<file path="src/rtl/audio_pkg.sv">
// Shared types and constants for the audio playback controller slice.
package audio_pkg;

  localparam int unsigned AUDIO_W        = 16;
  localparam int unsigned DEFAULT_ADDR_W = 18;
  localparam int unsigned DEFAULT_LEN_W  = 18;

  typedef enum logic [1:0] {
    IDLE   = 2'd0,
    FETCH0 = 2'd1,
    PLAY   = 2'd2
  } state_t;

endpackage

</file>
<file path="src/rtl/audio_playback_ctrl_if.sv">
// Memory read bus and serializer link between the playback controller and its peers.
interface audio_playback_ctrl_if
  import audio_pkg::*;
#(
  parameter int ADDR_W = DEFAULT_ADDR_W
);

  logic               mem_req;
  logic [ADDR_W-1:0]  mem_addr;
  logic               mem_ack;
  logic [AUDIO_W-1:0] mem_rdata;
  logic               ser_enable;
  logic [AUDIO_W-1:0] ser_data;
  logic               ser_done;

  modport master (
    output mem_req, mem_addr, ser_enable, ser_data,
    input  mem_ack, mem_rdata, ser_done
  );

  modport slave (
    input  mem_req, mem_addr, ser_enable, ser_data,
    output mem_ack, mem_rdata, ser_done
  );

endinterface

</file>
<file path="src/rtl/audio_addr_gen.sv">
// Fetch address and word-index generator: load on start, advance per fetched word, wrap at clip end.
module audio_addr_gen
  import audio_pkg::*;
#(
  parameter int ADDR_W = DEFAULT_ADDR_W,
  parameter int LEN_W  = DEFAULT_LEN_W
) (
  input  logic              clock,
  input  logic              reset_n,
  input  logic              load,
  input  logic [ADDR_W-1:0] base_addr,
  input  logic [LEN_W-1:0]  num_words,
  input  logic              advance,
  input  logic              loop_en,
  output logic [ADDR_W-1:0] addr,
  output logic              last,
  output logic              exhausted
);

  logic [ADDR_W-1:0] base_q;
  logic [LEN_W-1:0]  num_q;
  logic [LEN_W-1:0]  idx;

  assign last = (idx == num_q - LEN_W'(1));

  // Wrapping to base is unconditional; exhausted only blocks further fetches
  // while loop_en is low, so raising loop_en later resumes from base.
  always_ff @(posedge clock or negedge reset_n) begin
    if (!reset_n) begin
      base_q    <= '0;
      num_q     <= '0;
      idx       <= '0;
      addr      <= '0;
      exhausted <= 1'b0;
    end else if (load) begin
      base_q    <= base_addr;
      num_q     <= num_words;
      idx       <= '0;
      addr      <= base_addr;
      exhausted <= 1'b0;
    end else if (advance) begin
      if (last) begin
        addr      <= base_q;
        idx       <= '0;
        exhausted <= !loop_en;
      end else begin
        addr      <= addr + ADDR_W'(1);
        idx       <= idx + LEN_W'(1);
      end
    end
  end

endmodule

</file>
<file path="src/rtl/audio_playback_ctrl.sv">
// Audio clip playback: fetches 16-bit words from memory, keeps one word prefetched, feeds the serializer.
module audio_playback_ctrl
  import audio_pkg::*;
#(
  parameter int ADDR_W = DEFAULT_ADDR_W,
  parameter int LEN_W  = DEFAULT_LEN_W
) (
  input  logic                  clock,
  input  logic                  reset_n,
  input  logic                  start,
  input  logic                  stop,
  input  logic                  loop_en,
  input  logic [ADDR_W-1:0]     base_addr,
  input  logic [LEN_W-1:0]      num_words,
  audio_playback_ctrl_if.master bus,
  output logic                  busy,
  output logic                  finished,
  output logic                  underrun
);

  state_t             state;
  logic [AUDIO_W-1:0] cur;
  logic [AUDIO_W-1:0] next_word;
  logic               next_valid;
  logic               cur_last;
  logic               next_last;
  logic               ag_last;
  logic               ag_exhausted;
  logic               accept_start;
  logic               ack;
  logic               can_fetch;

  assign accept_start = (state == IDLE) && start && !stop && (num_words != '0);
  assign ack          = bus.mem_req && bus.mem_ack;
  assign can_fetch    = !ag_exhausted || loop_en;
  assign bus.ser_data = cur;

  audio_addr_gen #(
    .ADDR_W (ADDR_W),
    .LEN_W  (LEN_W)
  ) u_addr_gen (
    .clock     (clock),
    .reset_n   (reset_n),
    .load      (accept_start),
    .base_addr (base_addr),
    .num_words (num_words),
    .advance   (ack && !stop),
    .loop_en   (loop_en),
    .addr      (bus.mem_addr),
    .last      (ag_last),
    .exhausted (ag_exhausted)
  );

  always_ff @(posedge clock or negedge reset_n) begin
    if (!reset_n) begin
      state          <= IDLE;
      bus.mem_req    <= 1'b0;
      bus.ser_enable <= 1'b0;
      busy           <= 1'b0;
      finished       <= 1'b0;
      underrun       <= 1'b0;
      cur            <= '0;
      next_word      <= '0;
      next_valid     <= 1'b0;
      cur_last       <= 1'b0;
      next_last      <= 1'b0;
    end else begin
      finished <= 1'b0;
      underrun <= 1'b0;
      if (stop) begin
        state          <= IDLE;
        busy           <= 1'b0;
        bus.ser_enable <= 1'b0;
        bus.mem_req    <= 1'b0;
        next_valid     <= 1'b0;
        cur            <= '0;
      end else begin
        case (state)
          IDLE: begin
            if (accept_start) begin
              state <= FETCH0;
              busy  <= 1'b1;
            end
          end
          FETCH0: begin
            if (ack) begin
              bus.mem_req    <= 1'b0;
              cur            <= bus.mem_rdata;
              cur_last       <= ag_last;
              state          <= PLAY;
              bus.ser_enable <= 1'b1;
            end else begin
              bus.mem_req <= 1'b1;
            end
          end
          PLAY: begin
            if (bus.ser_done && cur_last && !loop_en) begin
              state          <= IDLE;
              busy           <= 1'b0;
              bus.ser_enable <= 1'b0;
              bus.mem_req    <= 1'b0;
              next_valid     <= 1'b0;
              finished       <= 1'b1;
              cur            <= '0;
            end else begin
              // A request is only issued with next_valid low, so ack never collides with a full prefetch slot.
              if (bus.ser_done) begin
                if (next_valid) begin
                  cur        <= next_word;
                  cur_last   <= next_last;
                  next_valid <= 1'b0;
                end else if (ack) begin
                  cur      <= bus.mem_rdata;
                  cur_last <= ag_last;
                end else begin
                  cur      <= '0;
                  cur_last <= 1'b0;
                  underrun <= 1'b1;
                end
              end else if (ack) begin
                next_word  <= bus.mem_rdata;
                next_last  <= ag_last;
                next_valid <= 1'b1;
              end
              if (ack) begin
                bus.mem_req <= 1'b0;
              end else if (!bus.mem_req && !next_valid && can_fetch) begin
                bus.mem_req <= 1'b1;
              end
            end
          end
          default: state <= IDLE;
        endcase
      end
    end
  end

endmodule
</file>
<file path="src/flat_wrapper.sv">
// flat-port wrapper written by rule: the top's interface ports become plain ports
module audio_playback_ctrl_flat import audio_pkg::*;
#(
  parameter int ADDR_W = DEFAULT_ADDR_W,
  parameter int LEN_W  = DEFAULT_LEN_W
)
  (clock, reset_n, start, stop, loop_en, base_addr, num_words, busy, finished, underrun, bus_mem_req, bus_mem_addr, bus_ser_enable, bus_ser_data, bus_mem_ack, bus_mem_rdata, bus_ser_done);
  audio_playback_ctrl_if #(.ADDR_W(ADDR_W)) bus_i ();
  input  logic clock;
  input  logic reset_n;
  input  logic start;
  input  logic stop;
  input  logic loop_en;
  input  logic [ADDR_W-1:0] base_addr;
  input  logic [LEN_W-1:0] num_words;
  output logic busy;
  output logic finished;
  output logic underrun;
  output wire logic [$bits(bus_i.mem_req)-1:0] bus_mem_req;
  output wire logic [$bits(bus_i.mem_addr)-1:0] bus_mem_addr;
  output wire logic [$bits(bus_i.ser_enable)-1:0] bus_ser_enable;
  output wire logic [$bits(bus_i.ser_data)-1:0] bus_ser_data;
  input wire logic [$bits(bus_i.mem_ack)-1:0] bus_mem_ack;
  input wire logic [$bits(bus_i.mem_rdata)-1:0] bus_mem_rdata;
  input wire logic [$bits(bus_i.ser_done)-1:0] bus_ser_done;
  assign bus_mem_req = bus_i.mem_req;
  assign bus_mem_addr = bus_i.mem_addr;
  assign bus_ser_enable = bus_i.ser_enable;
  assign bus_ser_data = bus_i.ser_data;
  assign bus_i.mem_ack = bus_mem_ack;
  assign bus_i.mem_rdata = bus_mem_rdata;
  assign bus_i.ser_done = bus_ser_done;
  audio_playback_ctrl #(.ADDR_W(ADDR_W), .LEN_W(LEN_W)) u_core (.clock(clock), .reset_n(reset_n), .start(start), .stop(stop), .loop_en(loop_en), .base_addr(base_addr), .num_words(num_words), .bus(bus_i), .busy(busy), .finished(finished), .underrun(underrun));
endmodule
</file>
<file path="config.mk">
export PLATFORM = sky130hd
export DESIGN_NAME = audio_playback_ctrl_flat
export DESIGN_NICKNAME = d
export VERILOG_FILES = /design/src/rtl/audio_pkg.sv /design/src/rtl/audio_playback_ctrl_if.sv /design/src/rtl/audio_addr_gen.sv /design/src/rtl/audio_playback_ctrl.sv /design/src/flat_wrapper.sv
export SDC_FILE = /design/constraint.sdc
export NUM_CORES = 1
export LEC_CHECK = 0
export CAP_MARGIN = 30
export CORE_ASPECT_RATIO = 0.8
export CORE_MARGIN = 2
export CORE_UTILIZATION = 40
export CTS_CLUSTER_SIZE = 24
export DETAILED_ROUTE_END_ITERATION = 6
export PLACE_DENSITY = 0.62
export SLEW_MARGIN = 20
export SYNTH_ARGS = -nofsm -noshare
export SYNTH_HDL_FRONTEND = slang
export SYNTH_HIERARCHICAL = 1
export SYNTH_SLANG_ARGS = --single-unit
</file>
<file path="constraint.sdc">
create_clock -name clock -period 8.05 [get_ports clock]
set_input_delay 1.61 -clock clock [delete_from_list [all_inputs] [get_ports clock]]
set_output_delay 1.61 -clock clock [all_outputs]
set_load 0.1 [all_outputs]
</file>
# Yosys cells after proc, flatten, opt, wreduce, memory -nomap -nowiden
# Index checks and enable logic that the tools add are counted.
# totals
elab_cells	118
out_inout_bits	39
regBits	115
# op_classes
reduce_logical	33
n_addsub	3
eq_ne	11
n_mux	52
bitwise_logic	3
# ops
operator	count
18-bit 2-to-1 mux	6
16-bit 2-to-1 mux	6
18-bit by 1-bit adder with 18-bit output (second input constant)	2
16-bit one-hot mux with 2 select lines	1
1-bit 2-to-1 mux	30
18-bit equality test	1
18-bit nonzero test	1
18-bit by 1-bit subtractor with 18-bit output (second input constant)	1
3-bit AND reduction	4
5-bit AND reduction	2
1-bit logical AND	9
3-bit by 2-bit inequality test with 1-bit output (second input constant)	3
2-bit 2-to-1 mux	4
1-bit one-hot mux with 2 select lines	4
2-bit nonzero test	4
2-bit one-hot mux with 3 select lines	1
2-bit AND reduction	3
3-bit nonzero test	2
1-bit zero test	5
5-bit by 2-bit inequality test with 1-bit output (second input constant)	1
2-bit inequality test (second input constant)	2
4-bit by 3-bit inequality test with 1-bit output (second input constant)	1
4-bit nonzero test	1
1-bit inverter	3
other kinds (5)	5

# Longest topological paths before layout
# Gate-level depths: netlist (run 1).
# logic_depth
ltp_word	8
mapped_depth	12

# By module
# Netlist (run 1), hierarchy kept.
# modules_own_cells
mod	area_per_inst_um2	seq_area_each_um2	cells_per_inst	n_inst
audio_addr_gen	4299.1	1826.8	451	1
audio_playback_ctrl	1971.9	1051.0	158	1

# Worst setup path before layout (run 1)
# OpenSTA, ideal clock, no wires.
# synth_timing
path_type	in2reg
from	in num_words[3]
to	reg u_core.u_addr_gen.idx[15]
path_slack_ps	4484
t_arrival_ps	3447
path_stages	10
setup_ps	118
n_path_buf	0
cell_sequence	or4_1 > nor4_1 > nor2_1 > o21a_1 > nand4_1 > nor2_1 > and2_1 > nand4_1 > xor2_1 > nor2_1
# synth_between
elab_chain_len	3
# synth_rtl
item	line	source
start, declared	flat_wrapper.sv:15	input logic [LEN_W-1:0] num_words;
18-bit nonzero test (*)	audio_playback_ctrl.sv:33	assign accept_start = (state == IDLE) && start && !stop && (num_words != '0);
1-bit logical AND (*)	audio_playback_ctrl.sv:33	
named net u_core.accept_start	audio_playback_ctrl.sv:29	logic accept_start;
18-bit 2-to-1 mux or 2-bit nonzero test (tied branches)	--	
end signal, assigned	audio_addr_gen.sv:48	idx <= idx + LEN_W'(1);
end, declared	audio_addr_gen.sv:22	logic [LEN_W-1:0] idx;
# The timed path passes the listed nets; every way through them passes the cells marked *.
# A chain may end at the register's enable or synchronous reset.

# Worst setup path after layout (run 1)
# layout_timing
from	in num_words[12]
to	reg u_core.u_addr_gen.idx[15]
# Same word-level chain as after synthesis.

==> results of run 1 <==
==> layout make-up <==
class	count	share of cell area
Sequential cell	115	0.359
Clock inverter	10	0.0254
Timing Repair Buffer	102	0.125
Inverter	24	0.0112
Multi-Input combinational cell	436	0.390
Tap cell	210	0.0327
Clock buffer	22	0.0566
==> where the power goes <==
group | internal, mW | switching (mW) | total (mW)
sequential | 0.650 | 0.0838 | 0.734
clock | 0.587 | 0.256 | 0.842
combinational | 0.188 | 0.337 | 0.525
==> logic make-up (layout without fill, tap and decap cells) <==
group	Yosys count	in the layout	synth area share
xor+xnor	38	38	0.0531
fa+ha+maj	3	3	0.00599
flops	115	115	0.459
simple gates	206	206	0.190
mux	46	46	0.0822
buf+inv	58	158	0.0439
compound gates	143	143	0.166
==> synth_stat cells, drive strengths merged, types with 4 or more instances <==
cell,count,area share
nand4,11,0.011
or4,6,0.0072
nand2b,7,0.0074
a21oi,28,0.024
or2,5,0.0050
a2bb2oi,4,0.0056
nand3b,7,0.0084
nand2,36,0.022
o21ai,32,0.026
mux2i,5,0.0080
clkbuf,15,0.0090
a22oi,15,0.018
nor3b,6,0.0072
nor2b,8,0.0080
a31oi,4,0.0040
inv,24,0.014
nor4,14,0.016
nor2,42,0.026
or3,5,0.0050
o2bb2ai,15,0.021
o221ai,5,0.0070
and3,12,0.012
xnor2,18,0.025
mux2,41,0.074
a211oi,5,0.0088
xor2,20,0.028
dfrtp,115,0.46
nand3,19,0.017
nor3,14,0.013
buf,19,0.021
nand4b,4,0.0090
==> metal layers <==
| layer | wire (um) | share of wire |
|---|---|---|
| met4 | 234 | 0.015 |
| met1 | 7610 | 0.49 |
| met3 | 658 | 0.043 |
| met2 | 6970 | 0.45 |
| met5 | 0 | 0 |
==> worst register-to-register path: stages (launching register included) <==
cell	delay, ns
dfrtp_1	0.44
or4_1	0.68
or2_1	0.34
or2_1	0.25
nor4_1	0.43
nor2_2	0.18
nor4b_4	0.77
mux2_2	0.42
a22o_1	0.19
==> worst min-delay path by stage <==
stage | slack, ns | cells after the start | end
detailed placement | 0.48 | 1 | u_core/bus.ser_data[4]
global route | 0.51 | 1 | u_core/bus.ser_data[10]
global placement | 0.48 | 1 | u_core/bus.ser_data[10]
CTS | 0.49 | 1 | u_core/bus.ser_data[7]
floorplan | 0.47 | 1 | u_core/u_addr_gen/base_q[17]
finish | 0.49 | 1 | u_core/bus.ser_data[4]
==> state kept, by name, indices dropped and copies added, names as in the netlist, 2 cells and up <==
register	cells
u_core/u_addr_gen/base_q	18
u_core/u_addr_gen/addr	18
u_core/u_addr_gen/num_q	18
u_core/bus.ser_data	16
u_core/next_word	16
u_core/u_addr_gen/idx	18
u_core/state	2
==> through the flow <==
stage          total power [mW]  cell area [sq um]
2_1_floorplan              1.11               6270
3_3_place_gp               1.26               7350
3_5_place_dp               1.27               7360
4_1_cts                    2.12               8020
5_1_grt                    2.20               8030
6_report                   2.10               8030
==> results.json, run 1 <==
{
  "drc_errors": 0,
  "port_buffers": 97,
  "avgSynthCellArea_sq_um": 10.3,
  "grt_first_pass_wirelength_mm": 25.8,
  "finalCriticalPeriod_ns": 4.50,
  "die_w_um": 144,
  "reg2reg_slack_ns": 4.24,
  "skew_ns": 0.00707,
  "grt_usage": 0.199,
  "powerDensity_mw_per_mm2": 262,
  "timing.fmax_mhz": 222,
  "final-setup-viol-count": 0,
  "final_cells": 919,
  "post_cts_buffers": 0,
  "multi_input_area_sq_mm": 0.00313,
  "r2r-start": "u_core/u_addr_gen/num_q[2]",
  "place_ws_ns": 3.14,
  "grt-ovfl-total": 0,
  "p_leak_nw": 3.34,
  "routed_via_density": 5.47,
  "relSlewSlack": 0.317,
  "grt_max_degree": 88,
  "core_area_sq_mm": 0.0152,
  "min_period_over_period": 0.559,
  "rsz0062_at_grt": "false",
  "routed_wl_mm": 15.5,
  "final_nets": 758,
  "maxCapViolations": 0,
  "hp-class": "register to register",
  "htree_levels": 4,
  "drt_iter0_drc": 342,
  "start_kind": "input pin",
  "final_cell_mix": "115 x dfrtp_1, 96 x clkdlybuf4s50_1, 40 x mux2_2",
  "grt_busiest_layer": "met2",
  "cts_made_buffers": 17,
  "syn_to_final_growth_pct": 28.0,
  "crit_arrival_ns": 4.79,
  "clkSlewWorstSetupHoldPaths_ns": 0.05,
  "grt_pass1_vias": 5082,
  "crit_type": "input pin to register",
  "die_h_um": 116,
  "cp.required_ns": 8.34,
  "finalWeightedCongestion": 0.789,
  "cts-resized-gates": 0,
  "async_flop_share": 1.00,
  "drt-pass1-iter-count": 4,
  "path_cells": "clkdlybuf4s50_1 > nor4_1 > nand3_1 > nor4_1 > nor2_4 > buf_4 > o21a_1 > nand4_1 > nor2_1 > and2_1 > nand4_1 > xor2_1 > nor2_1",
  "hold_violations": 0,
  "fin_ws_ns": 3.55,
  "hold_start": "u_core/bus.ser_data[4]",
  "initial_utilization": 0.414,
  "cp_num_buf_inv": 2,
  "ir_drop_uv": 247,
  "io-pin-count": 98,
  "fin_tns_setup_ns": 0,
  "diodes": 0,
  "crit_cells": 13,
  "antenna_found_initial": 0,
  "mostFrequentLayoutCell": "dfrtp_1",
  "grt_util_met3": 0.0475,
  "syn_inst": 609,
  "synth_cell_types": 77,
  "synth_nets": 671,
  "crit_path_end": "u_core/u_addr_gen/idx[15]",
  "ys.warnings.count": 6,
  "dieArea_sq_mm": 0.0167,
  "wire_per_inst_um": 16.8,
  "grtUsageMet1": 0.284,
  "dp_hpwl_mm": 10.9,
  "path_delay_family": "simple AND/OR/NAND/NOR gates",
  "regArea_sq_mm": 0.00288,
  "cts_root_buffer": "clkbuf_16",
  "worst_r2r_path_depth": 8,
  "hold_ws_ns": 0.487,
  "hold_buffers": 0,
  "clockBufferDepth": 2,
  "rows": 40,
  "slew_violations": 0,
  "worstReg2RegEnd": "u_core/u_addr_gen/addr[14]",
  "fillers": 1359,
  "cp_slowest_cell": "nor4_1",
  "clock_latency_ns": 0.42,
  "met2_usage": 0.298,
  "synth-main-ff-cell": "dfrtp_1",
  "outcome": "complete, no violations",
  "synth_area_sq_mm": 0.00627,
  "dp_cells": 886,
  "drive_above_1_share": 0.144,
  "cp-end-kind": "register",
  "cpPeakStageDelay_ns": 0.57,
  "synth_edf_count": 0,
  "synth_seq_cells": 115,
  "ys_seq_area_frac": 0.459,
  "worstMarginPinSlew_ns": 1.02,
  "num_vias": 5031,
  "ant_nets": 0,
  "cts_sinks": 115,
  "utilization": 0.529,
  "cp_max_fo": 87,
  "crit_start": "num_words[12]",
  "cts_tree": "built"
}
Power figures use the tool's default switching activity.
==> inputs of run 2 (changes only) <==
==> constraint.sdc (replaced) <==
create_clock -name clock -period 4.2 [get_ports clock]
set_input_delay 0.84 -clock clock [delete_from_list [all_inputs] [get_ports clock]]
set_output_delay 0.84 -clock clock [all_outputs]
set_load 0.1 [all_outputs]
==> run 2 against run 1 <==
  * Highest routed layer unchanged
  * Largest cell class unchanged
  * Final area grew 0.48%
  * Die area is the same
  * Global-route usage grew 0.62 points
==> results.json, run 2 (synthesis gave the netlist of run 1 again) <==
{
  "cts-resized-gates": 0,
  "drt_iter0_drc": 335,
  "powerDensity_mw_per_mm2": 489,
  "dieArea_sq_mm": 0.0167,
  "design_area_sq_mm": 0.00807,
  "wire_per_inst_um": 17.3,
  "hold_violations": 0,
  "grt_pass1_vias": 5112,
  "mostFrequentLayoutCell": "dfrtp_1",
  "ir_drop_uv": 377,
  "cpPeakStageDelay_ns": 0.68,
  "clockBufferDepth": 2,
  "ant_nets": 0,
  "port_buffers": 97,
  "cp_max_fo": 8,
  "rows": 40,
  "diodes": 0,
  "worstMarginPinSlew_ns": 1.02,
  "routed_wl_mm": 16.0,
  "path_delay_family": "simple AND/OR/NAND/NOR gates",
  "finalWeightedCongestion": 0.830,
  "cts_sinks": 115,
  "path_cells": "or4_1 > or2_1 > or2_1 > nor4_1 > nor2_2 > nor4b_4 > mux2_2 > a22o_1",
  "drc_errors": 0,
  "multi_input_area_sq_mm": 0.00313,
  "cts_made_buffers": 17,
  "relSlewSlack": 0.320,
  "p_leak_nw": 3.36,
  "grt_usage": 0.206,
  "die_w_um": 144,
  "cts_root_buffer": "clkbuf_16",
  "regArea_sq_mm": 0.00288,
  "routed_via_density": 5.42,
  "fin_tns_setup_ns": 0,
  "cpMostUsedCell": "or2_1",
  "crit_arrival_ns": 3.82,
  "io-pin-count": 98,
  "crit_cells": 8,
  "clkSlewWorstSetupHoldPaths_ns": 0.06,
  "fillers": 1314,
  "cts_tree": "built",
  "hp-class": "input pin to asynchronous set/reset pin",
  "die_h_um": 116,
  "timing.fmax_mhz": 284,
  "final_nets": 764,
  "rsz0062_at_grt": "false",
  "cp.required_ns": 4.50,
  "dp_hpwl_mm": 10.9,
  "clock_latency_ns": 0.42,
  "dpl_cell_area_sq_mm": 0.00741,
  "finalCriticalPeriod_ns": 3.52,
  "core_area_sq_mm": 0.0152,
  "post_cts_buffers": 0,
  "slew_violations": 0,
  "grt_max_degree": 66,
  "initial_utilization": 0.414,
  "worst_r2r_path_depth": 8,
  "maxCapViolations": 0,
  "outcome": "complete, no violations",
  "hold_buffers": 0,
  "syn_to_final_growth_pct": 28.6,
  "final_cell_mix": "115 x dfrtp_1, 96 x clkdlybuf4s50_1, 40 x mux2_2",
  "start_kind": "register",
  "grt_first_pass_wirelength_mm": 26.6,
  "htree_levels": 4,
  "grt-ovfl-total": 0,
  "drive_above_1_share": 0.152,
  "cp_slowest_cell": "or4_1",
  "antenna_found_initial": 0,
  "min_period_over_period": 0.838,
  "num_vias": 5009,
  "drt-pass1-iter-count": 5,
  "final-setup-viol-count": 0,
  "crit_type": "register to register",
  "skew_ns": 0.00692,
  "cp_num_buf_inv": 0,
  "cp-end-kind": "register"
}
==> run 2: changes by cell type in the layout (fill, tap and decap cells not counted), sizes merged <==
cell / previous run / this run
buf: 5 / 12
bufinv: 6 / 3
clkinvlp: 0 / 2
==> run 2: area by class of cell <==
type	instances	area share
clock buffer	23	0.0617
clock inverter	9	0.0155
inverter	24	0.0112
multi-input combinational	436	0.388
sequential	115	0.357
tap	210	0.0326
timing repair buffer	108	0.134
==> run 2: worst paths after layout <==
path,to,startpoint,slack [ns]
hold / removal,u_core/u_addr_gen/base_q[1],reset_n,0.46
hold reg to reg,u_core/bus.ser_data[13],u_core/bus.ser_data[13],0.49
max in group asynchronous,u_core/finished,reset_n,2.94
min in group clock,u_core/bus.ser_data[13],u_core/bus.ser_data[13],0.49
setup / recovery,u_core/u_addr_gen/addr[14],u_core/u_addr_gen/num_q[2],0.68
setup reg to reg,u_core/u_addr_gen/addr[14],u_core/u_addr_gen/num_q[2],0.68
==> run 2: per-layer routing <==
metal	vias up	routed length (um)	track usage
met4	0	176	0.0686
met1	2472	7880	0.300
li1	2425	-	-
met2	102	7230	0.304
met5	-	0	0
met3	10	686	0.0450
==> run 2: worst reg2reg max path: stages, from the launching register on <==
cell	delay [ns]
dfrtp_1	0.45
or4_1	0.68
or2_1	0.33
or2_1	0.25
nor4_1	0.40
nor2_2	0.17
nor4b_4	0.53
mux2_2	0.40
a22o_1	0.20
==> run 2: stage by stage <==
step	total power, mW	setup slack, ns	utilization	hold WS (ns)	std cells
after CTS	3.98	0.579	0.530	0.493	924
after detailed placement	2.43	0.165	0.489	0.478	892
after global placement	2.41	0.275	0.489	0.477	892
after floorplan	2.13	1.09	-	0.473	609
after global routing	4.13	0.493	0.532	0.508	925
final	3.95	0.678	0.532	0.460	925
==> run 2: where the power goes <==
| part | total, mW | switching (mW) | internal (mW) |
|---|---|---|---|
| Combinational | 1.02 | 0.651 | 0.367 |
| Clock | 1.52 | 0.511 | 1.01 |
| Sequential | 1.41 | 0.163 | 1.25 |
| Total | 3.95 | 1.33 | 2.62 |
